File: src/rtl/maze_game_timer.sv
// maze_game_timer: MM:SS BCD play-time stopwatch advanced by the 1 Hz strobe from Clocks.
// Build option TIMER_COUNTDOWN_EN: count down from LIMIT_MIN:LIMIT_SEC and flag timeout at 00:00.
module maze_game_timer #(
  parameter int unsigned MAX_MIN   = 99,
  parameter int unsigned LIMIT_MIN = 2,
  parameter int unsigned LIMIT_SEC = 30
) (
  input  logic       clk,
  input  logic       rst,
  input  logic       tick_1hz,
  input  logic       start,
  input  logic       pause,
  input  logic       clear,
  input  logic       finish,
  output logic [3:0] min_tens,
  output logic [3:0] min_ones,
  output logic [3:0] sec_tens,
  output logic [3:0] sec_ones,
  output logic       running,
  output logic       done,
  output logic       overflow,
  output logic       timeout
);

`ifdef TIMER_COUNTDOWN_EN
  localparam bit CountDown = 1'b1;
`else
  localparam bit CountDown = 1'b0;
`endif

  localparam logic [15:0] PresetCnt = {4'(LIMIT_MIN / 10), 4'(LIMIT_MIN % 10),
                                       4'(LIMIT_SEC / 10), 4'(LIMIT_SEC % 10)};
  localparam logic [15:0] InitCnt   = CountDown ? PresetCnt : 16'h0000;
  localparam logic [15:0] MaxCnt    = {4'(MAX_MIN / 10), 4'(MAX_MIN % 10), 4'd5, 4'd9};

  typedef enum logic [1:0] {
    ST_IDLE    = 2'd0,
    ST_RUNNING = 2'd1,
    ST_PAUSED  = 2'd2,
    ST_DONE    = 2'd3
  } state_e;

  // Packed digits are {min_tens, min_ones, sec_tens, sec_ones}.
  function automatic logic [15:0] bcd_inc(input logic [15:0] v);
    logic [3:0] mt, mo, st, so;
    {mt, mo, st, so} = v;
    if (so != 4'd9) begin
      so = so + 4'd1;
    end else begin
      so = 4'd0;
      if (st != 4'd5) begin
        st = st + 4'd1;
      end else begin
        st = 4'd0;
        if (mo != 4'd9) begin
          mo = mo + 4'd1;
        end else begin
          mo = 4'd0;
          mt = (mt == 4'd9) ? 4'd0 : mt + 4'd1;
        end
      end
    end
    return {mt, mo, st, so};
  endfunction

  // Decrement with borrow; 00:00 is held so the count can never wrap.
  function automatic logic [15:0] bcd_dec(input logic [15:0] v);
    logic [3:0] mt, mo, st, so;
    {mt, mo, st, so} = v;
    if (v == 16'h0000) begin
      so = 4'd0;
    end else if (so != 4'd0) begin
      so = so - 4'd1;
    end else begin
      so = 4'd9;
      if (st != 4'd0) begin
        st = st - 4'd1;
      end else begin
        st = 4'd5;
        if (mo != 4'd0) begin
          mo = mo - 4'd1;
        end else begin
          mo = 4'd9;
          mt = mt - 4'd1;
        end
      end
    end
    return {mt, mo, st, so};
  endfunction

  state_e      state_q, state_d;
  logic [15:0] cnt_q, cnt_d;
  logic        running_q, done_q;
  logic        overflow_q, overflow_d;
  logic        timeout_q, timeout_d;

  logic [15:0] inc_cnt_s, dec_cnt_s, tick_cnt_s;
  logic        at_max_s, tick_end_s, start_zero_s;

  assign inc_cnt_s    = bcd_inc(cnt_q);
  assign dec_cnt_s    = bcd_dec(cnt_q);
  assign at_max_s     = (cnt_q == MaxCnt);
  // Saturation holds the digits; countdown ends on the tick that lands on 00:00.
  assign tick_cnt_s   = CountDown ? dec_cnt_s : (at_max_s ? cnt_q : inc_cnt_s);
  assign tick_end_s   = CountDown ? (dec_cnt_s == 16'h0000) : at_max_s;
  assign start_zero_s = CountDown && (cnt_q == 16'h0000);

  // Next-state and next-count selection with clear > finish > pause > start priority.
  always_comb begin
    state_d    = state_q;
    cnt_d      = cnt_q;
    overflow_d = overflow_q;
    timeout_d  = timeout_q;
    if (clear) begin
      state_d    = ST_IDLE;
      cnt_d      = InitCnt;
      overflow_d = 1'b0;
      timeout_d  = 1'b0;
    end else begin
      case (state_q)
        ST_IDLE, ST_PAUSED: begin
          if (finish) begin
            state_d = ST_DONE;
          end else if (start && start_zero_s) begin
            state_d   = ST_DONE;
            timeout_d = 1'b1;
          end else if (start) begin
            state_d = ST_RUNNING;
          end else begin
            state_d = state_q;
          end
        end
        ST_RUNNING: begin
          if (tick_1hz) begin
            cnt_d = tick_cnt_s;
          end else begin
            cnt_d = cnt_q;
          end
          if (tick_1hz && tick_end_s) begin
            state_d    = ST_DONE;
            overflow_d = ~CountDown;
            timeout_d  = CountDown;
          end else if (finish) begin
            state_d = ST_DONE;
          end else if (pause) begin
            state_d = ST_PAUSED;
          end else begin
            state_d = ST_RUNNING;
          end
        end
        ST_DONE: begin
          state_d = ST_DONE;
        end
        default: begin
          state_d = ST_IDLE;
          cnt_d   = InitCnt;
        end
      endcase
    end
  end

  // State, digit and status registers; status flags decode the next state.
  always_ff @(posedge clk or negedge rst) begin
    if (!rst) begin
      state_q    <= ST_IDLE;
      cnt_q      <= InitCnt;
      running_q  <= 1'b0;
      done_q     <= 1'b0;
      overflow_q <= 1'b0;
      timeout_q  <= 1'b0;
    end else begin
      state_q    <= state_d;
      cnt_q      <= cnt_d;
      running_q  <= (state_d == ST_RUNNING);
      done_q     <= (state_d == ST_DONE);
      overflow_q <= overflow_d;
      timeout_q  <= timeout_d;
    end
  end

  assign min_tens = cnt_q[15:12];
  assign min_ones = cnt_q[11:8];
  assign sec_tens = cnt_q[7:4];
  assign sec_ones = cnt_q[3:0];
  assign running  = running_q;
  assign done     = done_q;
  assign overflow = overflow_q;
  assign timeout  = timeout_q;

endmodule

File: config.mk
export PLATFORM = sky130hd
export DESIGN_NAME = maze_game_timer
export DESIGN_NICKNAME = d
export VERILOG_FILES = /design/src/rtl/maze_game_timer.sv
export SDC_FILE = /design/constraint.sdc
export NUM_CORES = 1
export LEC_CHECK = 0
export ABC_AREA = 1
export CAP_MARGIN = 15
export CORE_AREA = 3 3 52 54
export CTS_BUF_LIST = sky130_fd_sc_hd__clkbuf_4
export CTS_CLUSTER_DIAMETER = 80
export DETAILED_ROUTE_END_ITERATION = 7
export DIE_AREA = 0 0 55 57
export GPL_TIMING_DRIVEN = 0
export PLACE_DENSITY = 0.81
export SLEW_MARGIN = 10
export SYNTH_ARGS = -nofsm -noshare
export SYNTH_HDL_FRONTEND = slang
export SYNTH_SLANG_ARGS = --single-unit
export TNS_END_PERCENT = 1
File: constraint.sdc
create_clock -name clk -period 2.6 [get_ports clk]
set_input_delay 0.52 -clock clk [delete_from_list [all_inputs] [get_ports clk]]
set_output_delay 0.52 -clock clk [all_outputs]
set_load 0.1 [all_outputs]
==> reports/results.ini <==
[run_status]
run_status = finished clean

[yosys]
synthCells = 148
synth_area_leader_cell = dfrtp_1
synth_fp_nets = 163
synth_seq_cells = 21
synth_area_leaders = dfrtp_1 42%, nand2_1 8.0%, ha_1 7.9%, inv_1 6.0%, nand3_1 6.0%
synth.distinct_cells = 24
synth_top_area_frac = 0.4167
ys_seq_area_frac = 0.4167
avgSynthCellArea_um2 = 8.522
yosysWarnings = 0
synth_area_um2 = 1261

[worst_setup_path]
worstPathCellList = clkdlybuf4s50_1
end_kind = output port
critPathTopFamily = buffers and inverters
r2r_setup_slack_ps = 940
cp_num_cells = 1
cp_max_fo = 6
r2r_start = cnt_q[13]
cp-startpoint = cnt_q[6]
cp.arrival_ps = 1980
r2r_cells = 10
timing.rr.end = cnt_q[4]
path_class = flip-flop to output port
critPathLaunchType = flip-flop
endpoint = sec_tens[2]
critPathSlowestCell = clkdlybuf4s50_1
path_buf_inv = 1
critPathMaxStageDelay_ps = 1180
required_ps = 2080

[clock_tree]
cts_buffer_depth = 2
ctsHtreeMaxLevel = 1
postCtsHoldBufs = 0
clock-sinks = 21
postCtsSetupBuffers = 0
cts.clk_slew.worst_paths_ps = 130
cts_resized = 0
cts_tree = done
insertion_delay_ps = 310
numCtsBuffers = 3
cts_root_buffer = clkbuf_4

[cells_and_area]
antenna_cells = 0
nets = 193
drive_gt1_frac = 0.1186
final_cell_mix = 27 x nand2_1, 25 x clkdlybuf4s50_1, 21 x dfrtp_1, 20 x inv_1, 15 x nand3_1
layout_commonest_cell = nand2_1
final_util = 0.6981
fill_cells = 204
area_growth_pct = 24.80

[placement]
portBuffers = 25
dp_hpwl_um = 2005
place.gp.congestion = 0.7293

[timing]
fin_skew_ps = 2.397
slew_headroom = 0.3416
rsz0062_at_grt = false
drv_slew = 0
setup_violations = 0
fmax_mhz = 400.4
fin_crit_sh = 0.9605
tns_ps = 0
final-hold-violation-count = 0
period_needed_ps = 2497
worst_slew_pin_slew_ps = 984.5

[power_and_ir_drop]
power.leakage_nw = 0.7397
ir_worst_vdd_mv = 0.4293
power_density_nw_per_um2 = 658.0

[floorplan]
initial_core_util = 0.5594
die_area_um2 = 3135
dieWidth_um = 55
num_io_pins = 27
core_um2 = 2255
die_y_um = 57
placementRows = 17

[drt]
drt-total-wl_um = 2552
avgRoutedWirePerCell_um = 12.45
drcViolationCount = 0
postRouteAntennaNets = 0
first_pass_iters = 4
viasPerCell = 5.044
route.vias.total = 1034
drt_iter0_markers = 17

[global_route]
grt_pass1_vias = 1001
antenna_found_initial = 0
grt_max_degree = 22
grt_pass1_wl_um = 4340
grt-ovfl-total = 0
grtUsageTotal = 0.1850

[hold_path]
hp-class = flip-flop to flip-flop
min_from = cnt_q[7]

[run]
maxCapViolCount = 0

routing by layer:
metal / part of all wire / wire, um / track usage
met5: 0 / 0 / 0
met4: 0.012 / 31 / 0.05208
met3: 0.040 / 101 / 0.02611
met2: 0.52 / 1320 / 0.3159
met1: 0.43 / 1099 / 0.2379
cell type report:
type / count / area, um2 / share of cell area
multi-input cells: 104 / 643.1 / 0.4086
flip-flops and latches: 21 / 525.5 / 0.3339
repair buffers: 25 / 250.2 / 0.1590
inverters: 21 / 81.33 / 0.05167
well taps: 28 / 35.03 / 0.02226
clock buffers: 3 / 22.52 / 0.01431
plain buffers: 2 / 11.26 / 0.007154
clock inverters: 1 / 5.005 / 0.003180
cells in the mapped netlist:
| master | number |
|---|---|
| clkbuf_1 | 1 |
| nor2_1 | 10 |
| xor2_1 | 5 |
| inv_4 | 1 |
| nand2_8 | 1 |
| nand3b_1 | 3 |
| nor2_2 | 1 |
| nand4_2 | 1 |
| conb_1 | 1 |
| o21ai_0 | 8 |
| o21ai_1 | 7 |
| buf_4 | 1 |
| ha_1 | 8 |
| o21ai_2 | 4 |
| a31oi_1 | 1 |
| nand2_1 | 27 |
| dfrtp_1 | 21 |
| nand3_2 | 4 |
| nand2_4 | 1 |
| inv_1 | 20 |
| o21bai_1 | 1 |
| nand3_1 | 15 |
| xnor2_1 | 3 |
| or2_2 | 3 |
worst min path at each step:
| stage | cells after the start | endpoint | slack, ps |
|---|---|---|---|
| 3_5_place_dp | 2 | cnt_q[7] | 500 |
| 6_report | 2 | cnt_q[7] | 530 |
| 5_1_grt | 2 | cnt_q[7] | 560 |
| 4_1_cts | 2 | cnt_q[7] | 530 |
| 3_3_place_gp | 2 | overflow | 500 |
| 2_1_floorplan | 0 | cnt_q[0] | 220 |
metrics by stage:
stage	hold WS (ps)	std cells	total power, mW	setup WS (ps)	instance area [um2]
after CTS	534.2	205	1.044	106.7	1574
after global routing	562.6	205	1.087	51.35	1574
after detailed placement	500.3	201	0.8803	482.5	1546
after global placement	500.5	201	0.8672	477.6	1546
final	530.9	205	1.036	102.6	1574
after floorplan	224.4	148	0.7637	427.0	1261
cell families (layout without fill, tap and decap cells):
kind of cell / Yosys count / after routing / share of synthesized area
other cells: 1 / 1 / 0.002973
flops: 21 / 21 / 0.4167
fa+ha+maj: 8 / 8 / 0.07937
simple gates: 66 / 66 / 0.2738
xor+xnor: 8 / 8 / 0.05556
buf+inv: 23 / 52 / 0.07341
compound gates: 21 / 21 / 0.09822
flip-flops by register name, indices dropped and copies added (netlist names):
register / count
overflow: 1
cnt_q: 16
running: 1
done: 1
state_q: 2
report_power, final:
| part | internal, mW | switching (mW) |
|---|---|---|
| logic | 0.118 | 0.346 |
| clock network | 0.0575 | 0.108 |
| registers | 0.361 | 0.0460 |
worst reg2reg max path, cell delays in order (launching register included):
cell and delay [ps]:
dfrtp_1 450, inv_1 80, ha_1 130, nand3_1 160, nor2_1 220, nand3_2 160
nand2_4 130, inv_4 60, nand2_8 80, nand2_1 80, o21ai_2 60
Note: power is estimated with default switching activity, not from simulation.
